[config.mk]
export PLATFORM = sky130hd
export DESIGN_NAME = reset_request_gen
export DESIGN_NICKNAME = d
export VERILOG_FILES = /design/src/rtl/reset_request_gen_pkg.sv /design/src/rtl/reset_request_gen_btn_debounce.sv /design/src/rtl/reset_request_gen.sv
export SDC_FILE = /design/constraint.sdc
export NUM_CORES = 1
export LEC_CHECK = 0
export ABC_AREA = 0
export BUFFER_PORTS_ARGS = -buffer_cell sky130_fd_sc_hd__buf_2
export CORE_UTILIZATION = 35
export CTS_CLUSTER_SIZE = 40
export DETAILED_ROUTE_END_ITERATION = 8
export GPL_ROUTABILITY_DRIVEN = 0
export GPL_TIMING_DRIVEN = 1
export PLACE_DENSITY = 0.61
export SETUP_SLACK_MARGIN = 0.4
export SYNTH_ARGS = -nofsm -noshare
export SYNTH_HDL_FRONTEND = slang
export SYNTH_SLANG_ARGS = --single-unit
[constraint.sdc]
create_clock -name clk50 -period 3 [get_ports clk50]
set_input_delay 0.15 -clock clk50 [delete_from_list [all_inputs] [get_ports clk50]]
set_output_delay 0.15 -clock clk50 [all_outputs]
set_load 0.05 [all_outputs]
[src/rtl/reset_request_gen_pkg.sv]
// -----------------------------------------------------------------------------
// reset_request_gen_pkg
//   Definitions shared by the reset-request front end and the reset stretcher:
//   the FSM state encoding and the default timing constants for a 50 MHz clk50.
// -----------------------------------------------------------------------------
package reset_request_gen_pkg;

  // FSM state encoding (3 bits, fixed values so the stretcher and debug
  // tooling can decode the state register directly).
  typedef enum logic [2:0] {
    IDLE       = 3'd0,
    PRESSED    = 3'd1,
    SHORT_REQ  = 3'd2,
    LONG_PULSE = 3'd3,
    WAIT_REL   = 3'd4
  } rrg_state_e;

  // Default timing at 50 MHz.
  localparam int unsigned DEF_DEB_CYCLES  = 500_000;      // 10 ms debounce
  localparam int unsigned DEF_LONG_CYCLES = 100_000_000;  // 2 s long press
  localparam int unsigned DEF_HOST_PULSE  = 64;           // host_reset_n low time
  localparam int unsigned DEF_ACK_TIMEOUT = 1024;         // key_reset without ack

endpackage : reset_request_gen_pkg

[src/rtl/reset_request_gen_btn_debounce.sv]
// -----------------------------------------------------------------------------
// btn_debounce
//   Brings the raw active-low button into the clk50 domain, debounces it and
//   produces one-cycle press/release strobes.
//
// Ports
//   clk50      in   system clock
//   reset      in   synchronous, active-high
//   btn_n      in   raw button pin, asynchronous, active-low
//   btn_db     out  debounced level (1 = released)
//   press_s    out  1-cycle strobe on btn_db falling
//   release_s  out  1-cycle strobe on btn_db rising
//
// A clean pin edge shows up on the strobe 2 + DEB_CYCLES clock edges later:
// two synchronizer stages, then DEB_CYCLES consecutive disagreeing cycles.
// -----------------------------------------------------------------------------
module btn_debounce #(
  parameter int unsigned DEB_CYCLES = reset_request_gen_pkg::DEF_DEB_CYCLES
) (
  input  logic clk50,
  input  logic reset,
  input  logic btn_n,
  output logic btn_db,
  output logic press_s,
  output logic release_s
);

  localparam int unsigned CW = $clog2(DEB_CYCLES + 1);
  localparam logic [CW-1:0] CNT_LAST = CW'(DEB_CYCLES - 1);

  logic          sync1_q, sync2_q;
  logic          btn_db_q, btn_db_d;
  logic          press_q, press_d;
  logic          release_q, release_d;
  logic [CW-1:0] cnt_q, cnt_d;

  // The counter only advances while the synced input disagrees with btn_db;
  // the disagreement that completes the run flips btn_db and fires the strobe
  // in the same registered update, so the strobe is aligned with the new level.
  always_comb begin
    // NOTE: every always_comb output gets a default first so no path can
    // leave it unassigned and infer a latch.
    cnt_d     = '0;
    btn_db_d  = btn_db_q;
    press_d   = 1'b0;
    release_d = 1'b0;
    if (sync2_q != btn_db_q) begin
      if (cnt_q == CNT_LAST) begin
        btn_db_d  = sync2_q;
        press_d   = ~sync2_q;
        release_d = sync2_q;
      end else begin
        cnt_d = cnt_q + CW'(1);
      end
    end
  end

  always_ff @(posedge clk50) begin
    if (reset) begin
      // NOTE: the synchronizer and debounced level reset to the released
      // level (1) so leaving reset never looks like a button press.
      sync1_q   <= 1'b1;
      sync2_q   <= 1'b1;
      btn_db_q  <= 1'b1;
      cnt_q     <= '0;
      press_q   <= 1'b0;
      release_q <= 1'b0;
    end else begin
      // NOTE: non-blocking assignments so every flop samples pre-edge values;
      // blocking here would collapse the two synchronizer stages into one.
      sync1_q   <= btn_n;
      sync2_q   <= sync1_q;
      btn_db_q  <= btn_db_d;
      cnt_q     <= cnt_d;
      press_q   <= press_d;
      release_q <= release_d;
    end
  end

  assign btn_db    = btn_db_q;
  assign press_s   = press_q;
  assign release_s = release_q;

endmodule : btn_debounce

[src/rtl/reset_request_gen.sv]
// -----------------------------------------------------------------------------
// reset_request_gen
//   Front end for the soft-reset stretcher. Turns the bouncy reset button into
//   a short-press request (key_reset, held until the stretcher acknowledges
//   via chip_resetting or a timeout) or, for a long press, a timed low pulse
//   on host_reset_n.
//
// Ports
//   clk50           in   system clock, 50 MHz
//   reset           in   synchronous, active-high
//   btn_n           in   raw button, asynchronous, active-low
//   chip_resetting  in   stretcher busy flag, used as acknowledge
//   key_reset       out  short-press request, active-high
//   host_reset_n    out  long-press reset pulse, active-low
//   busy            out  high whenever the FSM is not in IDLE
//
// All outputs are flops decoded from the next state, so each output changes
// on the same edge as the state it belongs to and never glitches.
// -----------------------------------------------------------------------------
module reset_request_gen
  import reset_request_gen_pkg::*;
#(
  parameter int unsigned DEB_CYCLES  = DEF_DEB_CYCLES,
  parameter int unsigned LONG_CYCLES = DEF_LONG_CYCLES,
  parameter int unsigned HOST_PULSE  = DEF_HOST_PULSE,
  parameter int unsigned ACK_TIMEOUT = DEF_ACK_TIMEOUT
) (
  input  logic clk50,
  input  logic reset,
  input  logic btn_n,
  input  logic chip_resetting,
  output logic key_reset,
  output logic host_reset_n,
  output logic busy
);

  localparam int unsigned HW = $clog2(LONG_CYCLES + 1);
  localparam int unsigned AW = $clog2(ACK_TIMEOUT + 1);
  localparam int unsigned PW = $clog2(HOST_PULSE + 1);

  localparam logic [HW-1:0] HOLD_LAST = HW'(LONG_CYCLES - 1);
  localparam logic [HW-1:0] HOLD_MAX  = HW'(LONG_CYCLES);
  localparam logic [AW-1:0] ACK_MAX   = AW'(ACK_TIMEOUT);
  localparam logic [PW-1:0] PULSE_MAX = PW'(HOST_PULSE);

  logic btn_db, press_s, release_s;

  btn_debounce #(
    .DEB_CYCLES (DEB_CYCLES)
  ) u_deb (
    .clk50     (clk50),
    .reset     (reset),
    .btn_n     (btn_n),
    .btn_db    (btn_db),
    .press_s   (press_s),
    .release_s (release_s)
  );

  rrg_state_e    state_q, state_d;
  logic [HW-1:0] hold_q, hold_d;
  logic [AW-1:0] ack_q, ack_d;
  logic [PW-1:0] pulse_q, pulse_d;
  logic          key_reset_q, key_reset_d;
  logic          host_reset_n_q, host_reset_n_d;
  logic          busy_q, busy_d;

  always_comb begin
    state_d = state_q;
    hold_d  = hold_q;
    ack_d   = ack_q;
    pulse_d = pulse_q;

    unique case (state_q)
      IDLE: begin
        hold_d  = '0;
        ack_d   = '0;
        pulse_d = '0;
        // A press while the chip is already resetting is dropped; the next
        // press_s can only come after a debounced release.
        if (press_s && !chip_resetting) begin
          state_d = PRESSED;
        end
      end

      PRESSED: begin
        hold_d = (hold_q == HOLD_MAX) ? hold_q : hold_q + HW'(1);
        ack_d  = '0;
        // Long threshold is tested first so it wins over a coincident release.
        if (hold_d == HOLD_LAST) begin
          state_d = LONG_PULSE;
          pulse_d = '0;
        end else if (release_s && (hold_q < HOLD_MAX)) begin
          state_d = SHORT_REQ;
        end
      end

      SHORT_REQ: begin
        ack_d = (ack_q == ACK_MAX) ? ack_q : ack_q + AW'(1);
        if (chip_resetting || (ack_d == ACK_MAX)) begin
          state_d = IDLE;
        end
      end

      LONG_PULSE: begin
        pulse_d = (pulse_q == PULSE_MAX) ? pulse_q : pulse_q + PW'(1);
        if (pulse_d == PULSE_MAX) begin
          state_d = WAIT_REL;
        end
      end

      WAIT_REL: begin
        if (btn_db) begin
          state_d = IDLE;
        end
      end

      default: state_d = IDLE;
    endcase

    key_reset_d    = (state_d == SHORT_REQ);
    host_reset_n_d = (state_d != LONG_PULSE);
    busy_d         = (state_d != IDLE);
  end

  always_ff @(posedge clk50) begin
    if (reset) begin
      state_q        <= IDLE;
      hold_q         <= '0;
      ack_q          <= '0;
      pulse_q        <= '0;
      key_reset_q    <= 1'b0;
      host_reset_n_q <= 1'b1;
      busy_q         <= 1'b0;
    end else begin
      state_q        <= state_d;
      hold_q         <= hold_d;
      ack_q          <= ack_d;
      pulse_q        <= pulse_d;
      key_reset_q    <= key_reset_d;
      host_reset_n_q <= host_reset_n_d;
      busy_q         <= busy_d;
    end
  end

  assign key_reset    = key_reset_q;
  assign host_reset_n = host_reset_n_q;
  assign busy         = busy_q;

endmodule : reset_request_gen

==> summary.md, run 1 <==
| Metric | Value |
|---|---|
| Finished Cell Area | `5107 µm²` |
| Layout cells sized above 1 | `12.50%` |
| Peak supply drop | `0.2290 mV` |
| Hold_ws | `0.3055 ns` |
| Antenna fix cells | `0` |
| Status | `complete, no violations` |
| Fin Setup TNS | `0 ns` |
| Vias after detailed routing | `4422` |
| Starting Density | `36.04%` |
| Post-synthesis mux area share | `0.8767%` |
| Nets | `622` |
| Clock Skews | `0.006454 ns` |
| Count of input and output buffers | `6` |
| Final setup viols | `0` |
| Setup WS pre-CTS | `0.2805 ns` |
| Crit Reg-Reg Startpoint | `hold_q[5]` |
| CORE AREA | `12670 µm²` |
| Max-slew violations | `0` |
| Crit-path cells | `nand4_4 -> or4_4 -> xor2_1 -> nor4_2 -> nand4_2 -> buf_4 -> nor3b_1 -> o21ai_0` |
| Setup crit end kind | `flop` |
| DR iter-0 viols | `397` |
| Synthesized area | `4567 µm²` |
| Hold Vio Cnt, Final | `0` |
| Critical Path Start | `hold_q[5]` |
| Critical path's largest stage delay | `0.58 ns` |
| Relative slew slack | `32.31%` |
| Asr flop ratio synth | `0%` |
| Power Density | `400.2 nW/µm²` |
| Drt wl/cell | `14.50 µm` |
| Syn_nets | `625` |
| Vias per inst | `5.612` |
| Syn_area_per_cell | `7.438 µm²` |
| Fin crit period | `2.538 ns` |
| Reg-to-Reg End | `pulse_q[3]` |
| RSZ-0062 raised after global routing | `yes` |
| Cts bufs inserted | `9` |
| Setup slack, reg-to-reg | `0.46 ns` |
| Yosys reg bits | `75` |
| CTS H-tree lvls | `3` |
| Total of max-cap violations | `0` |
| Die area | `13510 µm²` |
| Worst-Skew Late Latency | `0.34 ns` |
| Leak pwr | `1.881 nW` |
| Final WS setup | `0.4615 ns` |
| Initial antenna violation count | `0` |
| Mapped Cells | `614` |
| Largest net degree at the start of global routing | `55` |
| Post-Synth Simple-Gate Area | `35.95%` |
| Post-Synth XOR/XNOR Area | `4.795%` |
| Worst Path Max Fanout | `8` |
| Post-DP Area | `4722 µm²` |
| Die Y | `116.2 µm` |
| Cell Rows | `41` |
| Top-area cell type share of the netlist area | `32.88%` |
| Synth unique cells | `68` |
| Post-synthesis sequential area ratio | `32.88%` |
| WP data required | `3.22 ns` |
| WP data arrival | `2.75 ns` |
| Largest family of logic cells by synthesized area | `simple AND/OR/NAND/NOR gates` |
| Post-synth EDFFs | `0` |
| Final ANT Viol Nets | `0` |
| Ys Warns | `0` |
| Period utilization | `84.62%` |
| Longest Clk Path Bufs | `2` |
| Total track usage | `17.67%` |
| Clock transition at path regs | `0.06 ns` |
| First-pass GRT wire length | `19.11 mm` |
| Area growth from synthesis to layout | `11.84%` |
| Post-synth top area cell | `dfxtp_1` |
| Post-synth top flop | `dfxtp_1` |
| CTS tree | `built` |
| Final WL | `11.43 mm` |
| Setup Crit Path Kind | `flop to flop` |
| DIE WIDTH | `116.2 µm` |
| Highest Clock Rate | `0.3939 GHz` |
| I/O Pins | `7` |
| Post-synthesis adder-cell area fraction | `1.918%` |
| Root buf cell | `clkbuf_16` |
| Slew @ Worst Pin | `1.015 ns` |
| CTS sink count | `75` |
| Dpl hpwl | `7.732 mm` |
| Grt ovf | `0` |
| Reg2Reg Depth | `8` |
| Top cells by area, synth | `dfxtp_1 33%, nor2_1 6.7%, nand2_1 5.7%` |
| Drt first pass iters | `7` |
| Min-delay worst type | `input pin to flop` |
| Compound-Gate Fraction of Synth Area | `18.33%` |
| # DRC | `0` |
| Hold depth | `5` |
| Hold Crit Start | `chip_resetting` |
| Setup crit end | `pulse_q[3]` |
| CP max stage cell | `or4_4` |
| Number of global-route vias before repair | `4060` |
| Crit start category | `flop` |
state kept, by name, summed over array words and instances (netlist names), 3 cells and up:
name         cells
u_deb.cnt_q     19
hold_q          27
pulse_q          7
ack_q           11
state_q          3
cell families (layout without fill, tap and decap cells):
family | after synthesis | count (layout)
DFF | 75 | 75
and+or+nand+nor | 317 | 317
muxes | 4 | 4
buffers and inverters | 53 | 55
xor gates and xnor gates | 25 | 25
adders and majority gates | 7 | 7
AOI/OAI and AO/OA | 133 | 133
worst min-delay path by stage:
stage                          to  slack, ns
finish                       busy       0.31
floorplan           u_deb.sync1_q       0.25
detailed placement  u_deb.sync1_q       0.34
global placement    u_deb.sync1_q       0.33
global route                 busy       0.32
CTS                          busy       0.30
synth_stat cells (all sizes together), types with 4 or more instances:
library cell and instances:
ha 7, and2 4, dfxtp 75, nand2b 4
or3 9, nor2 82, and4 7, xor2 18
nand4 16, or4 4, inv 16, a31oi 4
clkbuf 31, nor3 27, a21boi 6, nor3b 5
buf 6, a21o 14, nor4b 4, o31ai 4
a21oi 51, and3 12, nor2b 5, o21ai 29
nand3 41, mux2i 4, or2 7, xnor2 7
nor4 12, nand2 69, o22ai 4
layout make-up:
class	count	area, µm²
clock inverter	5	37.54
timing repair buffer	23	160.2
clock buffer	11	242.7
fill	1308	7564
multi-input combinational	486	2870
inverter	16	60.06
sequential	75	1521
tap	172	215.2
layout by cell type, fill, tap and decap left out, drive strengths merged, types with 5 or more instances in the layout:
| master | instances |
|---|---|
| or3 | 9 |
| a21oi | 51 |
| buf | 22 |
| ha | 7 |
| dfxtp | 75 |
| nor3b | 5 |
| nor2b | 5 |
| clkbuf | 11 |
| nand3 | 41 |
| inv | 17 |
| o21ai | 29 |
| or2 | 7 |
| and3 | 12 |
| nand2 | 69 |
| xnor2 | 7 |
| and4 | 7 |
| xor2 | 18 |
| nand4 | 16 |
| a21o | 14 |
| nor2 | 82 |
| nor4 | 12 |
| nor3 | 27 |
| a21boi | 6 |
worst max-delay path: cells and delay by family, from the launching register on:
family / cells / cell delay [ns]
AOI/OAI and AO/OA: 1 / 0.14
buffers and inverters: 1 / 0.20
DFF: 1 / 0.39
and+or+nand+nor: 5 / 1.50
xor gates and xnor gates: 1 / 0.17
timing repair:
item                       4_1_cts  5_1_grt
pin swaps                        3        3
hold endpoints to repair         1        0
setup endpoints to repair        8       10
hold buffers                     1        0
buffers inserted                 3        1
gates resized for setup          8       17
where the power goes:
part           switching (W)  internal (W)  leakage, nW  total [W]
sequential       0.000000922      0.000995        0.610   0.000996
combinational      0.0000160    0.00000473         1.14  0.0000207
clock               0.000442      0.000586        0.132    0.00103
total               0.000459       0.00158         1.88    0.00204
stage by stage:
step / std cells / util (%) / power [W]
floorplan: 614 / - / 0.001035
global placement: 767 / 37.27 / 0.001040
detailed placement: 767 / 37.27 / 0.001040
CTS: 787 / 39.84 / 0.002065
global route: 788 / 40.31 / 0.002107
finish: 788 / 40.31 / 0.002044
per-layer routing:
layer | wire length, µm | track usage, %
met3 | 352 | 2.439
met4 | 295 | 9.231
met1 | 5338 | 21.64
met5 | 0 | 0
met2 | 5442 | 30.10
Power figures use the tool's default switching activity.
==> inputs of run 2 (changes only) <==
--- a/config.mk
+++ b/config.mk
@@ -5,7 +5,7 @@
 export SDC_FILE = /design/constraint.sdc
 export NUM_CORES = 1
 export LEC_CHECK = 0
-export ABC_AREA = 0
+export ABC_AREA = 1
 export BUFFER_PORTS_ARGS = -buffer_cell sky130_fd_sc_hd__buf_2
 export CORE_UTILIZATION = 35
 export CTS_CLUSTER_SIZE = 40
==> constraint.sdc (replaced) <==
create_clock -name clk50 -period 2.35 [get_ports clk50]
set_input_delay 0.1175 -clock clk50 [delete_from_list [all_inputs] [get_ports clk50]]
set_output_delay 0.1175 -clock clk50 [all_outputs]
set_load 0.05 [all_outputs]
==> run 2 against run 1 <==
  * Synthesized area down 3.7%
  * Count of clock-buffer cells in the layout down 2
  * Power increased by 29%
  * Final cell count is 14% higher
  * Synthesized cell count increased by 12%
  * Wire length increased by 2.2%
  * Non-clock buffer count up 21
  * Maximum frequency is 16% higher
  * Highest routed layer unchanged
==> summary.md, run 2 <==
| Metric | Value |
|---|---|
| Syn_area_per_cell | `6.411 µm² (was 7.438 µm²)` |
| Worst Path Max Fanout | `7 (was 8)` |
| Kind of cell adding the most delay to the critical path | `simple AND/OR/NAND/NOR gates (unchanged)` |
| Worst-Skew Late Latency | `0.35 ns (was 0.34 ns)` |
| Total of max-cap violations | `0 (unchanged)` |
| Clk network pwr share | `50.6% (was 50.3%)` |
| Most frequent cells in the layout | `181 x nand2_1, 77 x nor2_1, 70 x inv_1, 52 x a21oi_1, 52 x dfxtp_1 (was 82 x nor2_1, 69 x nand2_1, 65 x dfxtp_1, 51 x a21oi_1, 40 x nand3_1)` |
| Gate power share | `1.2% (was 1.0%)` |
| Min-delay worst type | `input pin to flop (unchanged)` |
| Syn_nets | `697 (was 625)` |
| Total track usage | `18.37% (was 17.67%)` |
| Highest Clock Rate | `0.4581 GHz (was 0.3939 GHz)` |
| Post-synth top flop | `dfxtp_1 (unchanged)` |
| Final setup viols | `0 (unchanged)` |
| Die Y | `114.1 µm (was 116.2 µm)` |
| Post-synth EDFFs | `0 (unchanged)` |
| Max FFs per register | `27 (unchanged)` |
| Synth unique cells | `38 (was 68)` |
| Finished Cell Area | `5499 µm² (was 5107 µm²)` |
| Synthesized area | `4398 µm² (was 4567 µm²)` |
| Final ANT Viol Nets | `0 (unchanged)` |
| Busiest grt layer | `met2 (unchanged)` |
| Initial antenna violation count | `0 (unchanged)` |
| Clock transition at path regs | `0.06 ns (about the same)` |
| Crit start category | `flop (unchanged)` |
| Number of cells after detailed placement | `856 (was 767)` |
| Drt wl/cell | `12.94 µm (was 14.50 µm)` |
| Met2 GRT Util | `30.30% (was 30.10%)` |
| Seq pwr share | `48.2% (was 48.7%)` |
| # DRC | `0 (unchanged)` |
| CORE AREA | `12110 µm² (was 12670 µm²)` |
| Top-area cell type share of the netlist area | `34.14% (was 32.88%)` |
| Cell Rows | `40 (was 41)` |
| Longest Clk Path Bufs | `2 (unchanged)` |
| GR Util met1 | `23.02% (was 21.64%)` |
| Final WL | `11.68 mm (was 11.43 mm)` |
| Yosys reg bits | `75 (unchanged)` |
| Nets | `740 (was 622)` |
| WP data arrival | `2.39 ns (was 2.75 ns)` |
| Cts bufs inserted | `9 (unchanged)` |
| Status | `complete, no violations (unchanged)` |
| Slew @ Worst Pin | `0.5456 ns (was 1.015 ns)` |
| Area growth from synthesis to layout | `25.04% (was 11.84%)` |
| Cell mode on critical path | `nand2_1` |
| RSZ-0062 raised after global routing | `yes (unchanged)` |
| Peak supply drop | `0.6330 mV (was 0.2290 mV)` |
| Leak pwr | `2.005 nW (was 1.881 nW)` |
| Top cells by area, synth | `dfxtp_1 34%, nand2_1 16%, nor2_1 7.9% (was dfxtp_1 33%, nor2_1 6.7%, nand2_1 5.7%)` |
| CTS sink count | `75 (unchanged)` |
| Layout cells sized above 1 | `23.16% (was 12.50%)` |
| Dpl hpwl | `7.893 mm (was 7.732 mm)` |
| Vias per inst | `4.981 (was 5.612)` |
| Post-synthesis sequential area ratio | `34.14% (was 32.88%)` |
| Top reg by flops | `hold_q (unchanged)` |
| CTS H-tree lvls | `3 (unchanged)` |
| Power Density | `478.9 nW/µm² (was 400.2 nW/µm²)` |
| Grt ovf | `0 (unchanged)` |
| Fin cells | `902 (was 788)` |
| Ys Warns | `0 (unchanged)` |
| CP max stage cell | `dfxtp_2 (was or4_4)` |
| Fin Setup TNS | `0 ns (unchanged)` |
| CTS tree | `built (unchanged)` |
| Largest net degree at the start of global routing | `51 (was 55)` |
| Most common cell in the netlist | `nand2_1 (was nor2_1)` |
| Asr flop ratio synth | `0% (unchanged)` |
| Largest regs | `hold_q x27, u_deb.cnt_q x19, ack_q x11 (unchanged)` |
| Mapped Cells | `686 (was 614)` |
| Max-slew violations | `0 (unchanged)` |
| DR iter-0 viols | `252 (was 397)` |
| Hold Vio Cnt, Final | `0 (unchanged)` |
| Drt first pass iters | `5 (was 7)` |
| Die area | `13020 µm² (was 13510 µm²)` |
| Period utilization | `92.88% (was 84.62%)` |
| Vias after detailed routing | `4493 (was 4422)` |
| DIE WIDTH | `114.1 µm (was 116.2 µm)` |
| GR Util met3 | `5.135% (was 2.439%)` |
| Critical path's largest stage delay | `0.40 ns (was 0.58 ns)` |
| First-pass GRT wire length | `18.95 mm (was 19.11 mm)` |
| Count of input and output buffers | `6 (unchanged)` |
| Crit-path cells | `nand2_1 -> nor2_1 -> nand2_1 -> nor2_1 -> nand2_1 -> nand2_1 -> nand3_1 -> nor2_1 -> nand2_1 -> nor2_4 -> buf_4 -> nand3_4 -> nand3_2 -> a21oi_1 (was nand4_4 -> or4_4 -> xor2_1 -> nor4_2 -> nand4_2 -> buf_4 -> nor3b_1 -> o21ai_0)` |
| Most instantiated cells after synthesis | `191 x nand2_1, 92 x nor2_1, 75 x dfxtp_1 (was 82 x nor2_1, 75 x dfxtp_1, 69 x nand2_1)` |
| WP data required | `2.56 ns (was 3.22 ns)` |
| Design internal power | `0.002010 W (was 0.001585 W)` |
| Relative slew slack | `63.63% (was 32.31%)` |
| Starting Density | `36.31% (was 36.04%)` |
| P_sw | `0.0006240 W (was 0.0004589 W)` |
| Final core utilization | `45.40% (was 40.31%)` |
| Number of global-route vias before repair | `4210 (was 4060)` |
| Most common cell after layout, fill and taps aside | `nand2_1 (was nor2_1)` |
| Switching share of power | `23.69% (was 22.45%)` |
| I/O Pins | `7 (unchanged)` |
| Setup Crit Path Kind | `flop to flop (unchanged)` |
| CP bufs+invs | `1 (unchanged)` |
| Setup crit end kind | `flop (unchanged)` |
| Clock Skews | `0.006501 ns (was 0.006454 ns)` |
| Root buf cell | `clkbuf_16 (unchanged)` |
| Fin crit period | `2.183 ns (was 2.538 ns)` |
| Post-synth top area cell | `dfxtp_1 (unchanged)` |
| Post-DP Area | `4662 µm² (was 4722 µm²)` |
| Antenna fix cells | `0 (unchanged)` |
-- run 2: cell types whose count changed after synthesis, moves of 6 or more --
cell / change
and4_1: -6
nor4_1: -10
and3_1: -11
nor2_1: +10
nand3_1: +13
a21o_1: -13
inv_1: +58
or3_1: -7
o21ai_0: -16
clkbuf_1: -16
nor3_1: -8
nand2_1: +122
nor2_2: +10
-- run 2: final timing paths --
kind / from / end / slack (ns) / cells after the start
worst min-delay path: reset / busy / 0.16 / 4
worst min register to register: u_deb.sync1_q / u_deb.sync2_q / 0.42 / 1
worst max-delay path: hold_q[13] / pulse_q[2] / 0.17 / 14
worst max register to register: hold_q[13] / pulse_q[2] / 0.17 / 14
-- run 2: logic make-up (layout without fill, tap and decap cells) --
group,after synthesis,after routing,synth area share (%)
compound gates,77,77,9.445
simple gates,408,408,40.71
buf+inv,90,138,7.767
fa+ha+maj,7,7,1.991
xor+xnor,29,29,5.946
flops,75,75,34.14
-- run 2: timing repair --
item,in CTS,in global routing
pin swaps,9,30
hold buffers,1,0
resized for setup,38,58
endpoints found under the hold margin,1,0
gates cloned,0,1
setup endpoints to repair,29,63
setup buffers,12,16
-- run 2: worst register-to-register path, cell delays in order (launching register included) --
cell and delay [ns]:
dfxtp_2 0.40, nand2_1 0.11, nor2_1 0.19, nand2_1 0.14, nor2_1 0.17, nand2_1 0.07, nand2_1 0.10, nand3_1 0.08
nor2_1 0.12, nand2_1 0.11, nor2_4 0.13, buf_4 0.13, nand3_4 0.13, nand3_2 0.10, a21oi_1 0.06
-- run 2: layout make-up --
cell class                      instances  area, µm²
Clock buffer                            9      225.2
Clock inverter                          7      58.81
Sequential cell                        75       1540
Fill cell                            1255       6613
Timing Repair inverter                  1      7.507
Timing Repair Buffer                   44      317.8
Multi-Input combinational cell        521       2839
Inverter                               77      300.3
Tap cell                              168      210.2
-- run 2: per-layer routing --
metal  routed length (µm)  up-vias  part of all wire (%)
li1                     -     2286                     -
met1                 5223     2032                    45
met2                 5500      144                    47
met3                  691       31                   5.9
met4                  259        0                   2.2
met5                    0        -                     0
-- run 2: metrics by stage --
| stage | worst slack (ns) | hold slack (ns) | total power [W] |
|---|---|---|---|
| finish | 0.1673 | 0.1552 | 0.002634 |
| global route | 0.01077 | 0.1670 | 0.002734 |
| global placement | -0.01661 | 0.3107 | 0.001330 |
| floorplan | 0.4084 | 0.2213 | 0.001321 |
| CTS | 0.1926 | 0.1608 | 0.002670 |
| detailed placement | -0.02289 | 0.3123 | 0.001330 |
-- run 2: power by group through the flow --
stage / Sequential (W) / Combinational, W / Clock, W
CTS: 0.00127 / 0.0000311 / 0.00137
floorplan: 0.00130 / 0.0000184 / 0
global placement: 0.00130 / 0.0000267 / 0
finish: 0.00127 / 0.0000309 / 0.00133
global route: 0.00127 / 0.0000345 / 0.00143
detailed placement: 0.00130 / 0.0000275 / 0
==> inputs of run 3 (changes only) <==
--- a/config.mk
+++ b/config.mk
@@ -8,11 +8,14 @@
 export ABC_AREA = 1
 export BUFFER_PORTS_ARGS = -buffer_cell sky130_fd_sc_hd__buf_2
 export CORE_UTILIZATION = 35
+export CTS_CLUSTER_DIAMETER = 80
 export CTS_CLUSTER_SIZE = 40
 export DETAILED_ROUTE_END_ITERATION = 8
 export GPL_ROUTABILITY_DRIVEN = 0
 export GPL_TIMING_DRIVEN = 1
+export HOLD_SLACK_MARGIN = 0.08
 export PLACE_DENSITY = 0.61
+export REMOVE_ABC_BUFFERS = 1
 export SETUP_SLACK_MARGIN = 0.4
 export SYNTH_ARGS = -nofsm -noshare
 export SYNTH_HDL_FRONTEND = slang
==> run 3 against run 2 <==
  * First-iteration DRC count grew 13%
  * Power grew 6.3%
  * Critical path depth grew 2
  * Combinational power grew 5%
  * Register-to-register slack gained 0.04 ns
  * Final cell count grew 1.0%
  * Clock power grew 13%
  * Die area is the same
  * Global-route usage grew 0.61 points
  * Setup slack gained 0.039 ns
  * Count of clock-buffer cells in the layout grew 3
  * Critical path type unchanged
==> summary.md, run 3 (same netlist as run 2, synthesis figures left out) <==
| Metric | Value |
|---|---|
| Max FFs per register | `27 (unchanged)` |
| CORE AREA | `12110 µm² (unchanged)` |
| Nets | `749 (was 740)` |
| Longest Clk Path Bufs | `2 (unchanged)` |
| Grt ovf | `0 (unchanged)` |
| Setup crit end kind | `flop (unchanged)` |
| WP data required | `2.56 ns (about the same)` |
| Kind of cell adding the most delay to the critical path | `buffers and inverters (was simple AND/OR/NAND/NOR gates)` |
| Final ANT Viol Nets | `0 (unchanged)` |
| Top reg by flops | `hold_q (unchanged)` |
| Drt wl/cell | `13.01 µm (was 12.94 µm)` |
| Antenna fix cells | `0 (unchanged)` |
| P_sw | `0.0006046 W (was 0.0006240 W)` |
| First-pass GRT wire length | `19.44 mm (was 18.95 mm)` |
| Max-slew violations | `0 (unchanged)` |
| Switching share of power | `21.60% (was 23.69%)` |
| Final WL | `11.86 mm (was 11.68 mm)` |
| Total power | `0.002800 W (was 0.002634 W)` |
| Total stage count of the critical path | `16 (was 14)` |
| Root buf cell | `clkbuf_16 (unchanged)` |
| Leak pwr | `2.097 nW (was 2.005 nW)` |
| Setup WS pre-CTS | `-0.1676 ns (was -0.02289 ns)` |
| Clock Skews | `0.008465 ns (was 0.006501 ns)` |
| Hold_ws | `0.1476 ns (was 0.1552 ns)` |
| CTS H-tree lvls | `3 (unchanged)` |
| Clk network pwr share | `53.4% (was 50.6%)` |
| Area growth from synthesis to layout | `29.10% (was 25.04%)` |
| Critical path's largest stage delay | `0.38 ns (was 0.40 ns)` |
| Total of max-cap violations | `0 (unchanged)` |
| Initial antenna violation count | `0 (unchanged)` |
| # DRC | `0 (unchanged)` |
| CP bufs+invs | `8 (was 1)` |
| Largest net degree at the start of global routing | `51 (unchanged)` |
| Starting Density | `36.31% (unchanged)` |
| Relative slew slack | `61.57% (was 63.63%)` |
| DIE WIDTH | `114.1 µm (unchanged)` |
| Die Y | `114.1 µm (unchanged)` |
| Setup slack, reg-to-reg | `0.21 ns (was 0.17 ns)` |
| Drt first pass iters | `7 (was 5)` |
| Crit-path cells | `inv_4 -> ha_4 -> nand2_1 -> nand3b_1 -> nor2_4 -> nand2_2 -> nand2_1 -> buf_4 -> buf_4 -> buf_4 -> buf_4 -> buf_4 -> buf_4 -> buf_4 -> nand3_1 -> a21oi_1 (was nand2_1 -> nor2_1 -> nand2_1 -> nor2_1 -> nand2_1 -> nand2_1 -> nand3_1 -> nor2_1 -> nand2_1 -> nor2_4 -> buf_4 -> nand3_4 -> nand3_2 -> a21oi_1)` |
| Worst Path Max Fanout | `4 (was 7)` |
| Dpl hpwl | `7.886 mm (was 7.893 mm)` |
| Die area | `13020 µm² (unchanged)` |
| Worst-Skew Late Latency | `0.35 ns (about the same)` |
| CP max stage cell | `dfxtp_4 (was dfxtp_2)` |
| Reg2Reg Depth | `16 (was 14)` |
| Most common cell after layout, fill and taps aside | `nand2_1 (unchanged)` |
| Seq pwr share | `45.4% (was 48.2%)` |
| Min-delay worst type | `input pin to flop (unchanged)` |
| Filler cell count | `1221 (was 1255)` |
| Final WS setup | `0.2058 ns (was 0.1673 ns)` |
| Final setup viols | `0 (unchanged)` |
| Period utilization | `91.24% (was 92.88%)` |
| Setup Crit Path Kind | `flop to flop (unchanged)` |
| Vias after detailed routing | `4578 (was 4493)` |
| CTS tree | `built (unchanged)` |
| CTS sink count | `75 (unchanged)` |
| Fin crit period | `2.144 ns (was 2.183 ns)` |
| Hold Vio Cnt, Final | `0 (unchanged)` |
| Peak supply drop | `0.5763 mV (was 0.6330 mV)` |
| Slew @ Worst Pin | `0.5764 ns (was 0.5456 ns)` |
| Crit start category | `flop (unchanged)` |
| Design internal power | `0.002195 W (was 0.002010 W)` |
| DR iter-0 viols | `284 (was 252)` |
| Cts bufs inserted | `9 (unchanged)` |
| Layout cells sized above 1 | `25.57% (was 23.16%)` |
| Count of input and output buffers | `6 (unchanged)` |
| Cell mode on critical path | `buf_4 (was nand2_1)` |
| RSZ-0062 raised after global routing | `yes (unchanged)` |
| I/O Pins | `7 (unchanged)` |
| Total track usage | `18.97% (was 18.37%)` |
| Highest Clock Rate | `0.4664 GHz (was 0.4581 GHz)` |
| Vias per inst | `5.025 (was 4.981)` |
| Most frequent cells in the layout | `175 x nand2_1, 73 x nor2_1, 71 x inv_1, 52 x dfxtp_1, 49 x a21oi_1 (was 181 x nand2_1, 77 x nor2_1, 70 x inv_1, 52 x a21oi_1, 52 x dfxtp_1)` |
| Status | `complete, no violations (unchanged)` |
| Cell Rows | `40 (unchanged)` |
| Power Density | `493.1 nW/µm² (was 478.9 nW/µm²)` |
| Number of global-route vias before repair | `4288 (was 4210)` |
| Hold depth | `4 (unchanged)` |
| Clock transition at path regs | `0.06 ns (about the same)` |
| WP data arrival | `2.36 ns (was 2.39 ns)` |
| Largest regs | `hold_q x27, u_deb.cnt_q x19, ack_q x11 (unchanged)` |
| Gate power share | `1.2% (about the same)` |
## run 3: cell count changes in the layout (fill, tap and decap cells not counted), sizes merged
| cell | previous run | this run |
|---|---|---|
| buf | 43 | 52 |
| clkbuf | 9 | 12 |
| inv | 80 | 77 |
| bufinv | 0 | 1 |
| clkinvlp | 3 | 2 |
## run 3: worst min-delay path: cells and delay by family
| family | cells | cell delay (ns) |
|---|---|---|
| buffers and inverters | 2 | 0.23 |
| and+or+nand+nor | 2 | 0.11 |
## run 3: final cells by class
class / instances / area (µm²) / share of cell area, %
flip-flops and latches: 75 / 1538 / 27.08
multi-input cells: 521 / 2893 / 50.95
clock buffers: 12 / 266.5 / 4.694
repair inverters: 1 / 7.507 / 0.1322
inverters: 77 / 297.8 / 5.245
clock inverters: 4 / 56.30 / 0.9916
repair buffers: 53 / 409.1 / 7.206
well taps: 168 / 210.2 / 3.702
## run 3: path summary, 6_finish.rpt
path / startpoint / end
hold / removal: reset / busy
setup reg to reg: hold_q[0] / hold_q[0]
hold reg to reg: u_deb.sync1_q / u_deb.sync2_q
setup / recovery: hold_q[0] / hold_q[0]
## run 3: timing repair
item                       in CTS  in global routing
pin swaps                      27                 31
cloned                          0                  1
hold buffers                    1                  0
buffers inserted               20                 11
hold endpoints to repair        1                  0
gates resized for setup        61                 56
setup endpoints to repair      17                 54
## run 3: per-layer routing
layer	global-route usage [%]	vias to the layer above	wire [µm]	share of wire, %
met5	0	-	0	0
met2	31.23	124	5622	47
met4	8.485	0	267	2.3
li1	-	2315	-	-
met1	23.47	2116	5300	45
met3	4.659	23	665	5.6
## run 3: metrics by stage
stage          area (µm²)  TNS, ns  instances  util (%)
2_1_floorplan        4345        0        673         -
5_1_grt              5678        0        911     46.88
4_1_cts              5401        0        899     44.60
3_3_place_gp         4698  -0.8205        862     38.79
3_5_place_dp         4698   -1.186        862     38.79
6_report             5678        0        911     46.88
## run 3: power groups by stage
stage          combinational [W]  clock (W)  sequential, W
2_1_floorplan         0.00000666          0        0.00130
3_3_place_gp           0.0000276          0        0.00130
3_5_place_dp           0.0000279          0        0.00130
4_1_cts                0.0000298    0.00152        0.00127
5_1_grt                0.0000348    0.00157        0.00127
6_report               0.0000323    0.00150        0.00127
